--- src/rtl/fifo_level_if.sv ---
// Handshake/status bundle for fifo_level: the producer/consumer side drives
// push/pop/wd, and the FIFO returns read data, level flags and error flags.
interface fifo_level_if #(
  parameter int DEPTH = 16,
  parameter int WIDTH = 8
);
  localparam int CW = $clog2(DEPTH) + 1;

  logic             push;
  logic             pop;
  logic [WIDTH-1:0] wd;
  logic [WIDTH-1:0] rd;
  logic             full;
  logic             empty;
  logic             almost_full;
  logic             almost_empty;
  logic [CW-1:0]    count;
  logic             ovf;
  logic             udf;

  modport master (
    output push, pop, wd,
    input  rd, full, empty, almost_full, almost_empty, count, ovf, udf
  );

  modport slave (
    input  push, pop, wd,
    output rd, full, empty, almost_full, almost_empty, count, ovf, udf
  );
endinterface

--- src/rtl/fifo_level.sv ---
// Single-clock FIFO with occupancy counter, level flags and sticky error flags.
// FWFT selects a registered read port (0) or a first-word-fall-through read port (1).
module fifo_level #(
  parameter int DEPTH     = 16,
  parameter int WIDTH     = 8,
  parameter int AF_THRESH = DEPTH - 2,
  parameter int AE_THRESH = 2,
  parameter int FWFT      = 0
) (
  input  logic          clk,
  input  logic          rst,
  input  logic          clr,
  fifo_level_if.slave   bus
);
  localparam int AW = $clog2(DEPTH);
  localparam int CW = AW + 1;

  logic [WIDTH-1:0] mem [DEPTH];
  logic [AW-1:0]    wp, rp;
  logic [CW-1:0]    cnt;
  logic             ovf_q, udf_q;
  logic             full, empty;
  logic             do_push, do_pop;

  // Flags are decoded only from the registered count, so push/pop never
  // reach them combinationally.
  assign full  = (cnt == CW'(DEPTH));
  assign empty = (cnt == '0);

  // A pop frees a slot in the same edge, so a push at full is accepted
  // when paired with a pop.
  assign do_push = bus.push & (~full | bus.pop);
  assign do_pop  = bus.pop & ~empty;

  always_ff @(posedge clk or posedge rst) begin
    if (rst) begin
      wp    <= '0;
      rp    <= '0;
      cnt   <= '0;
      ovf_q <= 1'b0;
      udf_q <= 1'b0;
    end else if (clr) begin
      wp    <= '0;
      rp    <= '0;
      cnt   <= '0;
      ovf_q <= 1'b0;
      udf_q <= 1'b0;
    end else begin
      if (do_push) wp <= wp + AW'(1);
      if (do_pop)  rp <= rp + AW'(1);
      case ({do_push, do_pop})
        2'b10:   cnt <= cnt + CW'(1);
        2'b01:   cnt <= cnt - CW'(1);
        default: cnt <= cnt;
      endcase
      if (bus.push & full & ~bus.pop) ovf_q <= 1'b1;
      if (bus.pop & empty)            udf_q <= 1'b1;
    end
  end

  // Storage is deliberately not reset or flushed.
  always_ff @(posedge clk) begin
    if (do_push && !clr && !rst) mem[wp] <= bus.wd;
  end

  generate
    if (FWFT != 0) begin : g_fwft
      assign bus.rd = mem[rp];
    end else begin : g_reg
      logic [WIDTH-1:0] rd_q;
      always_ff @(posedge clk or posedge rst) begin
        if (rst)         rd_q <= '0;
        else if (clr)    rd_q <= '0;
        else if (do_pop) rd_q <= mem[rp];
      end
      assign bus.rd = rd_q;
    end
  endgenerate

  assign bus.full         = full;
  assign bus.empty        = empty;
  assign bus.almost_full  = (cnt >= CW'(AF_THRESH));
  assign bus.almost_empty = (cnt <= CW'(AE_THRESH));
  assign bus.count        = cnt;
  assign bus.ovf          = ovf_q;
  assign bus.udf          = udf_q;
endmodule

--- src/flat_wrapper.sv ---
// flat-port wrapper written by rule: the top's interface ports become plain ports
module fifo_level_flat 
#(
  parameter int DEPTH     = 16,
  parameter int WIDTH     = 8,
  parameter int AF_THRESH = DEPTH - 2,
  parameter int AE_THRESH = 2,
  parameter int FWFT      = 0
)
  (clk, rst, clr, bus_push, bus_pop, bus_wd, bus_rd, bus_full, bus_empty, bus_almost_full, bus_almost_empty, bus_count, bus_ovf, bus_udf);
  fifo_level_if #(.DEPTH(DEPTH), .WIDTH(WIDTH)) bus_i ();
  input  logic clk;
  input  logic rst;
  input  logic clr;
  input wire logic [$bits(bus_i.push)-1:0] bus_push;
  input wire logic [$bits(bus_i.pop)-1:0] bus_pop;
  input wire logic [$bits(bus_i.wd)-1:0] bus_wd;
  output wire logic [$bits(bus_i.rd)-1:0] bus_rd;
  output wire logic [$bits(bus_i.full)-1:0] bus_full;
  output wire logic [$bits(bus_i.empty)-1:0] bus_empty;
  output wire logic [$bits(bus_i.almost_full)-1:0] bus_almost_full;
  output wire logic [$bits(bus_i.almost_empty)-1:0] bus_almost_empty;
  output wire logic [$bits(bus_i.count)-1:0] bus_count;
  output wire logic [$bits(bus_i.ovf)-1:0] bus_ovf;
  output wire logic [$bits(bus_i.udf)-1:0] bus_udf;
  assign bus_i.push = bus_push;
  assign bus_i.pop = bus_pop;
  assign bus_i.wd = bus_wd;
  assign bus_rd = bus_i.rd;
  assign bus_full = bus_i.full;
  assign bus_empty = bus_i.empty;
  assign bus_almost_full = bus_i.almost_full;
  assign bus_almost_empty = bus_i.almost_empty;
  assign bus_count = bus_i.count;
  assign bus_ovf = bus_i.ovf;
  assign bus_udf = bus_i.udf;
  fifo_level #(.DEPTH(DEPTH), .WIDTH(WIDTH), .AF_THRESH(AF_THRESH), .AE_THRESH(AE_THRESH), .FWFT(FWFT)) u_core (.clk(clk), .rst(rst), .clr(clr), .bus(bus_i));
endmodule
--- config.mk ---
export PLATFORM = sky130hd
export DESIGN_NAME = fifo_level_flat
export DESIGN_NICKNAME = d
export VERILOG_FILES = /design/src/rtl/fifo_level_if.sv /design/src/rtl/fifo_level.sv /design/src/flat_wrapper.sv
export SDC_FILE = /design/constraint.sdc
export NUM_CORES = 1
export LEC_CHECK = 0
export CAP_MARGIN = 5
export CORE_UTILIZATION = 45
export DETAILED_ROUTE_END_ITERATION = 16
export GPL_TIMING_DRIVEN = 0
export SLEW_MARGIN = 20
export SYNTH_ARGS = -nofsm -noshare
export SYNTH_HDL_FRONTEND = slang
export SYNTH_SLANG_ARGS = --single-unit
--- constraint.sdc ---
create_clock -name clk -period 2.8 [get_ports clk]
set_input_delay 0.42 -clock clk [delete_from_list [all_inputs] [get_ports clk]]
set_output_delay 0.42 -clock clk [all_outputs]
set_load 0.01 [all_outputs]
==> results of run 1 <==
[worst max-delay path, cell delays in order (launching register included)]
cell and delay, ns:
dfrtp_2 0.47, or4_1 0.55, buf_6 0.17, nor2_1 0.08, clkdlybuf4s50_1 0.53
[sequential cells by signal, summed over array words and instances, names as in the netlist]
signal and flops:
u_core.bus.rd 8, u_core.bus.udf 1, u_core.rp 4, u_core.bus.count 5, u_core.mem 128, u_core.wp 4
u_core.bus.ovf 1
[area by class of cell]
| class | count | area, um2 | share of cell area |
|---|---|---|---|
| Multi-Input combinational cell | 183 | 1760 | 0.239 |
| Clock inverter | 5 | 25.0 | 0.00340 |
| Inverter | 6 | 26.3 | 0.00357 |
| Buffer | 19 | 85.1 | 0.0116 |
| Sequential cell | 151 | 4420 | 0.601 |
| Tap cell | 176 | 220 | 0.0299 |
| Clock buffer | 27 | 493 | 0.0670 |
| Timing Repair Buffer | 33 | 325 | 0.0442 |
[where the power goes]
part / leakage, nW / switching [mW] / internal (mW)
Sequential: 1.46 / 0.0912 / 2.54
Combinational: 0.691 / 0.517 / 0.453
Clock: 0.250 / 0.824 / 1.19
Total: 2.40 / 1.43 / 4.19
[metal layers]
layer	up-vias	share of wire
met2	96	0.48
met5	-	0
met3	11	0.051
met4	0	0.012
met1	1786	0.45
li1	1512	-
[what timing repair did]
action / in CTS / in global routing
hold buffers: 0 / 0
gates resized for setup: 0 / 5
setup buffers: 0 / 0
setup endpoints to repair: 0 / 18
[worst max path at each step]
stage	start	endpoint	slack [ns]
2_1_floorplan	u_core.bus.count[2]$_DFFE_PP0P_	u_core.bus.count[4]$_DFFE_PP0P_	0.29
3_3_place_gp	bus_pop	u_core.mem[2][1]$_DFFE_PP_	-0.88
3_5_place_dp	rst	u_core.mem[9][3]$_DFFE_PP_	-0.39
4_1_cts	u_core.bus.count[0]$_DFFE_PP0P_	bus_empty	0.06
5_1_grt	u_core.bus.count[2]$_DFFE_PP0P_	u_core.bus.count[4]$_DFFE_PP0P_	-0.004
6_report	u_core.bus.count[0]$_DFFE_PP0P_	bus_full	0.15
[kinds of logic after synthesis]
logic type                 Yosys count  share of synthesized area
DFF                                151                      0.707
and+or+nand+nor                     90                     0.0703
muxes                               51                      0.146
AOI/OAI and AO/OA                   28                     0.0356
buffers and inverters               25                     0.0172
xor gates and xnor gates             7                    0.00981
adders and majority gates            7                     0.0140
[per-stage QoR]
| stage | total power, mW | worst slack (ns) | utilization | setup TNS, ns | instances |
|---|---|---|---|---|---|
| 2_1_floorplan | 3.22 | 0.295 | - | 0 | 359 |
| 3_3_place_gp | 3.61 | -0.878 | 0.506 | -30.98 | 566 |
| 3_5_place_dp | 3.63 | -0.394 | 0.508 | -13.07 | 568 |
| 4_1_cts | 5.65 | 0.0611 | 0.547 | 0 | 600 |
| 5_1_grt | 5.84 | -0.00413 | 0.549 | -0.00413 | 600 |
| 6_report | 5.62 | 0.154 | 0.549 | 0 | 600 |
[cell usage in the layout, fill, tap and decap left out, types with 3 or more instances in the layout]
master,netlist,routed
dfrtp_1,23,22
buf_2,5,6
nand2b_1,5,5
clkbuf_8,0,3
ha_1,7,7
nor2_1,30,30
inv_1,6,5
o21ai_0,3,3
or4_1,3,3
edfxtp_1,128,128
mux2i_1,19,19
nand3b_1,9,9
nand3_1,4,4
o221ai_1,8,8
xnor2_1,4,4
clkbuf_16,0,17
clkbuf_1,12,19
clkdlybuf4s50_1,0,30
mux4_2,32,32
a21oi_1,8,8
xor2_1,3,3
or3_1,5,5
nand2_1,23,23
==> impl_metrics.json, run 1 <==
{
  "drv_slew": 0,
  "grt_pass1_vias": 3417,
  "busiest_layer": "met2",
  "p_per_area_nw_per_um2": 764,
  "synthToLayoutAreaGrowth_pct": 17.7,
  "ys_warn_count": 0,
  "antenna_left": 0,
  "synth_edf_count": 128,
  "crit_type": "reg -> out",
  "worstHoldPathCells": 2,
  "worstSkewPairLatency_ns": 0.42,
  "routed_wl_um": 12900,
  "grt_max_degree": 25,
  "hold_violations": 0,
  "period_share": 0.945,
  "use_met3": 0.0542,
  "die_area_um2": 14400,
  "reg2reg_depth": 10,
  "min_from": "u_core.bus.ovf$_DFFE_PP0P_",
  "avgViaCountPerCell": 5.68,
  "crit_required_ns": 2.38,
  "grt_overflow_total": 0,
  "slew_headroom": 0.309,
  "drv_cap": 0,
  "path_max_fanout": 9,
  "port_buffers": 31,
  "place_hpwl_um": 8220,
  "route.detailed.drc": 0,
  "endpoint_kind": "output pin",
  "holdWs_ns": 0.496,
  "fillCellCount": 1076,
  "final_area_um2": 7350,
  "nets": 431,
  "start_util": 0.466,
  "synth_cells": 359,
  "synthFlopType": "edfxtp_1",
  "first_iter_violations": 343,
  "fp.dieH_um": 120,
  "yosys-top-cells-count": "edfxtp_1, mux4_2, nor2_1",
  "grt_use_met2": 0.302,
  "r2r-end": "u_core.bus.count[4]$_DFFE_PP0P_",
  "p_leak_nw": 2.40,
  "synth.most_common_cell": "edfxtp_1",
  "fmax_ghz": 0.378,
  "cp-start-kind": "flip-flop",
  "hold_end": "u_core.bus.ovf$_DFFE_PP0P_",
  "core_um2": 13400,
  "grt_util_met1": 0.275,
  "ys_async_sr_fraction": 0.152,
  "hp-class": "reg -> reg",
  "syn_area_um2": 6250,
  "skew_ns": 0.00633,
  "dr_total_vias": 3405,
  "synth_area_per_cell_um2": 17.4,
  "cts_buffer_depth": 2,
  "ys_seq_area_frac": 0.707,
  "grt_pass1_wl_um": 19800,
  "drive_gt1_frac": 0.182,
  "routedWlPerCell_um": 21.6,
  "outcome": "complete, no violations",
  "gp_congestion": 0.791,
  "synth_nets": 379,
  "setup_viol": 0,
  "synth_cell_types": 36,
  "pin_count": 32,
  "clk_pin_slew_worst_paths_ns": 0.06,
  "yosysTopAreaCellShare": 0.615,
  "worstMarginPinSlew_ns": 1.03,
  "antenna_found_initial": 0,
  "ys_ff_latch": 151,
  "cts.sinks": 151,
  "rows": 42,
  "cts_buffers": 17,
  "die-width_um": 120,
  "postPlaceCellArea_um2": 6810,
  "htree_levels": 4,
  "arrival_ns": 2.23,
  "reg2reg_slack_ns": 0.19,
  "synth.area.top_cells": "edfxtp_1, mux4_2, dfrtp_1",
  "clockRootBuffer": "clkbuf_16",
  "peakVddDrop_uv": 525,
  "firstDrtPassIters": 5,
  "grtUsageTotal": 0.199,
  "cts_tree": "yes",
  "period_needed_ns": 2.65,
  "rr_startpoint": "u_core.bus.count[2]$_DFFE_PP0P_",
  "synth_top_cell_by_area": "edfxtp_1",
  "insertedDiodeCount": 0
}
No activity file was read; power rests on OpenSTA's default activity.
==> run 2: changes to the inputs <==
Settings changed: DONT_BUFFER_PORTS set to 1.
==> run 2 against run 1 <==
Setup slack improved by 0.014 ns. Global-route usage grew 0.32 points. Power fell by 0.52%. Die area unchanged. Flip-flop and latch count unchanged. Routed wire length grew 0.90%. Critical path depth increased by 1. Design area down 3.4%. Via count decreased by 4.8%. Combinational power decreased by 29%. Sequential power increased by 2%. Non-clock buffer count is 30 lower.
==> impl_metrics.json, run 2 (synthesis gave the netlist of run 1 again) <==
{
  "fmax_ghz": 0.380,
  "gp_congestion": 0.770,
  "htree_levels": 4,
  "peakVddDrop_uv": 485,
  "grt_pass1_wl_um": 20100,
  "regMostFlops": "u_core.mem",
  "drv_slew": 0,
  "grt_max_degree": 25,
  "fp.dieH_um": 120,
  "setup_viol": 0,
  "die_area_um2": 14400,
  "dpl.cell_count": 538,
  "final_area_um2": 7100,
  "avgViaCountPerCell": 5.69,
  "firstDrtPassIters": 5,
  "arrival_ns": 2.68,
  "power_mw": 5.59,
  "drv_cap": 0,
  "antenna_found_initial": 0,
  "dr_total_vias": 3243,
  "largest_register_ffs": 128,
  "nets": 401,
  "hold_violations": 0,
  "period_share": 0.940,
  "rsz0062_at_grt": "no",
  "path_max_fanout": 9,
  "grt_overflow_total": 0,
  "cts_setup_buffers": 0,
  "setup_tns_ns": 0,
  "routed_wl_um": 13100,
  "crit_required_ns": 2.84,
  "clockRootBuffer": "clkbuf_16",
  "skew_ns": 0.00642,
  "outcome": "complete, no violations",
  "core_um2": 13400,
  "cts_buffer_depth": 2,
  "pin_count": 32,
  "rows": 42,
  "first_iter_violations": 291,
  "grtUsageTotal": 0.202,
  "cts_buffers": 17,
  "period_needed_ns": 2.63,
  "clk_pin_slew_worst_paths_ns": 0.06,
  "grt_pass1_vias": 3396,
  "cp-start-kind": "flip-flop",
  "rr_startpoint": "u_core.bus.count[0]$_DFFE_PP0P_",
  "setup_ws_ns": 0.168,
  "synthToLayoutAreaGrowth_pct": 13.7,
  "slew_headroom": 0.303,
  "cp_cell_sequence": "or4_1, buf_6, o21ai_2, or3_1, nor2_1",
  "cts_tree": "yes",
  "hp-class": "in -> reg",
  "worstMarginPinSlew_ns": 1.04,
  "worstSkewPairLatency_ns": 0.42,
  "pre_cts_ws_ns": 0.0987,
  "drive_gt1_frac": 0.198,
  "cts.sinks": 151,
  "p_per_area_nw_per_um2": 787,
  "critical-path-top-delay-family": "simple AND/OR/NAND/NOR gates",
  "final_common_cell": "edfxtp_1",
  "antenna_left": 0,
  "port_buffers": 0,
  "route.detailed.drc": 0,
  "cp_num_buf_inv": 1,
  "insertedDiodeCount": 0,
  "startpoint": "u_core.bus.count[0]$_DFFE_PP0P_",
  "start_util": 0.466,
  "p_leak_nw": 2.31,
  "die-width_um": 120,
  "crit_type": "reg -> reg",
  "routedWlPerCell_um": 22.9,
  "endpoint_kind": "flip-flop",
  "place_hpwl_um": 8270,
  "layoutNonFillerInstCount": 570,
  "max_stage_delay_ns": 0.79,
  "postPlaceCellArea_um2": 6510,
  "crit_slowest_cell": "nor2_1",
  "final_cell_mix": "edfxtp_1, mux4_2, nor2_1",
  "min_from": "bus_wd[2]"
}
-- run 2: cell types whose count changed in the layout (fill, tap and decap cells not counted), moves of 2 or more --
cell / delta
clkdlybuf4s50_1: -30
bufinv_16: +3
clkinv_1: +3
clkbuf_1: -4
clkbuf_8: -3
buf_4: +2
-- run 2: final timing paths --
| check | slack, ns | cells past startpoint | end |
|---|---|---|---|
| setup / recovery | 0.17 | 5 | u_core.mem[8][1]$_DFFE_PP_ |
| hold / removal | 0.09 | 0 | u_core.mem[1][2]$_DFFE_PP_ |
| setup reg to reg | 0.17 | 5 | u_core.mem[8][1]$_DFFE_PP_ |
| hold reg to reg | 0.57 | 2 | u_core.bus.ovf$_DFFE_PP0P_ |
| max in group asynchronous | 2.09 | 1 | u_core.bus.rd[7]$_DFFE_PP0P_ |
| min in group asynchronous | 0.11 | 1 | u_core.wp[0]$_DFFE_PP0P_ |
-- run 2: report_power, final --
part | switching [mW] | internal [mW] | total, mW
combinational | 0.416 | 0.274 | 0.690
sequential | 0.137 | 2.54 | 2.68
clock | 0.845 | 1.38 | 2.22
-- run 2: metal layers --
layer / vias to the layer above / share of wire / routed length (um) / track usage
li1: 1460 / - / - / -
met1: 1693 / 0.44 / 5780 / 0.262
met2: 70 / 0.50 / 6500 / 0.323
met3: 20 / 0.043 / 564 / 0.0537
met4: 0 / 0.017 / 217 / 0.0852
met5: - / 0 / 0 / 0
-- run 2: area by class of cell --
class,count,area (um2)
Inverter,6,22.5
Timing Repair Buffer,3,22.5
Sequential cell,151,4420
Buffer,19,85.1
Tap cell,176,220
Fill cell,1090,6300
Clock inverter,12,134
Multi-Input combinational cell,183,1760
Clock buffer,20,437
-- run 2: what timing repair did --
item / 4_1_cts / 5_1_grt
hold buffers: 0 / 0
resized for setup: 0 / 3
setup endpoints to repair: 0 / 1
-- run 2: through the flow --
step,hold WS [ns],util
CTS,0.0690,0.529
global placement,0.520,0.483
floorplan,0.430,-
detailed placement,0.519,0.486
global route,0.0683,0.530
finish,0.0876,0.530
==> run 3: changes to the inputs <==
Settings changed: CELL_PAD_IN_SITES_DETAIL_PLACEMENT set to 1, CELL_PAD_IN_SITES_GLOBAL_PLACEMENT set to 1, CTS_CLUSTER_SIZE set to 30, PLACE_DENSITY_LB_ADDON set to 0.1.
==> run 3 against run 2 <==
The flow now finishes with violations (negative hold slack). Flip-flop and latch count did not move. Hold slack worse by 0.11 ns. Clock power decreased by 3%. Critical endpoint is now u_core.mem[0][1]$_DFFE_PP_.
==> impl_metrics.json, run 3 (synthesis gave the netlist of run 1 again) <==
{
  "core_um2": 13400,
  "outcome": "complete, but fails checks",
  "multi_input_area_um2": 1770,
  "drv_cap": 0,
  "p_leak_nw": 2.29,
  "synthToLayoutAreaGrowth_pct": 13.3,
  "grt_pass1_vias": 3502,
  "nets": 400,
  "fp.dieH_um": 120,
  "firstDrtPassIters": 4,
  "grt_overflow_total": 0,
  "cts_tree": "yes",
  "antenna_left": 0,
  "regMostFlops": "u_core.mem",
  "dpl.cell_count": 537,
  "final_common_cell": "edfxtp_1",
  "drv_slew": 0,
  "postPlaceCellArea_um2": 6510,
  "cts_buffer_depth": 2,
  "arrival_ns": 2.73,
  "port_buffers": 0,
  "die_area_um2": 14400,
  "clk_pin_slew_worst_paths_ns": 0.06,
  "grtUsageTotal": 0.223,
  "worstMarginPinSlew_ns": 0.988,
  "die-width_um": 120,
  "reg2reg_slack_ns": 0.11,
  "endpoint_kind": "flip-flop",
  "hp-class": "in -> async",
  "ff_latch_area_um2": 4420,
  "violations": "negative hold slack",
  "largest_register_ffs": 128,
  "hold_violations": 23,
  "grt_pass1_wl_um": 22200,
  "gp_congestion": 0.784,
  "grt_max_degree": 25,
  "worstSkewPairLatency_ns": 0.42,
  "final_area_um2": 7080,
  "cts_buffers": 17,
  "fmax_ghz": 0.372,
  "cts_resized": 0,
  "clockRootBuffer": "clkbuf_16",
  "route.detailed.drc": 0,
  "setup_viol": 0,
  "period_needed_ns": 2.69,
  "dr_total_vias": 3251,
  "holdWs_ns": -0.0175,
  "period_share": 0.960,
  "htree_levels": 4,
  "r2r-end": "u_core.mem[0][1]$_DFFE_PP_",
  "cts_setup_buffers": 0,
  "place_hpwl_um": 9180,
  "critical-path-top-delay-family": "simple AND/OR/NAND/NOR gates",
  "cp-start-kind": "flip-flop",
  "max_stage_delay_ns": 0.79,
  "cts.sinks": 151,
  "slew_headroom": 0.339,
  "routedWlPerCell_um": 25.4,
  "fillCellCount": 1243,
  "path_max_fanout": 9,
  "pin_count": 32,
  "antenna_found_initial": 0,
  "first_iter_violations": 227,
  "crit_required_ns": 2.84,
  "rows": 42,
  "crit_type": "reg -> reg",
  "cp_cell_sequence": "or4_1, buf_6, o21ai_2, or3_1, nor2_1",
  "insertedDiodeCount": 0,
  "avgViaCountPerCell": 5.72,
  "cp_num_buf_inv": 1,
  "skew_ns": 0.00554,
  "reg2reg_depth": 5,
  "p_per_area_nw_per_um2": 784,
  "start_util": 0.466,
  "final_cell_mix": "edfxtp_1, mux4_2, nor2_1",
  "crit_slowest_cell": "nor2_1",
  "rr_startpoint": "u_core.bus.count[3]$_DFFE_PP0P_",
  "drive_gt1_frac": 0.207,
  "power_mw": 5.55,
  "cts_hold_buf": 0,
  "peakVddDrop_uv": 443,
  "rsz0062_at_grt": "yes",
  "routed_wl_um": 14400,
  "layoutNonFillerInstCount": 568
}
==> run 3: report_power, final <==
group / leakage [nW] / internal, mW / switching (mW)
Clock: 0.262 / 1.30 / 0.861
Combinational: 0.569 / 0.275 / 0.438
Sequential: 1.46 / 2.54 / 0.137
==> run 3: worst max-delay path by stage <==
stage                                          from                         endpoint  slack [ns]  cells past startpoint
floorplan           u_core.bus.count[2]$_DFFE_PP0P_  u_core.bus.count[4]$_DFFE_PP0P_        0.29                     10
global placement    u_core.bus.count[0]$_DFFE_PP0P_       u_core.mem[2][0]$_DFFE_PP_       -0.57                      6
detailed placement  u_core.bus.count[2]$_DFFE_PP0P_  u_core.bus.count[4]$_DFFE_PP0P_        0.02                     10
CTS                 u_core.bus.count[2]$_DFFE_PP0P_  u_core.bus.count[4]$_DFFE_PP0P_      0.0004                     10
global route        u_core.bus.count[0]$_DFFE_PP0P_       u_core.mem[0][5]$_DFFE_PP_       -0.03                      5
finish              u_core.bus.count[3]$_DFFE_PP0P_       u_core.mem[0][1]$_DFFE_PP_        0.11                      5
==> run 3: stage by stage <==
step / worst slack [ns] / util / setup TNS, ns
after detailed placement: 0.0175 / 0.486 / 0
after CTS: 0.000393 / 0.526 / 0
after floorplan: 0.295 / - / 0
after global routing: -0.0291 / 0.528 / -0.385
final: 0.111 / 0.528 / 0
after global placement: -0.573 / 0.483 / -12.09
==> run 3: per-layer routing <==
layer | wire length (um) | track usage
met2 | 7190 | 0.353
met4 | 192 | 0.0789
met1 | 6250 | 0.296
met5 | 0 | 0
met3 | 771 | 0.0637
==> run 3: area by class of cell <==
cell class,instances,area share
Multi-Input combinational cell,183,0.250
Tap cell,176,0.0311
Sequential cell,151,0.624
Clock inverter,10,0.0150
Inverter,6,0.00318
Timing Repair Buffer,2,0.00212
Buffer,19,0.0122
Clock buffer,21,0.0622
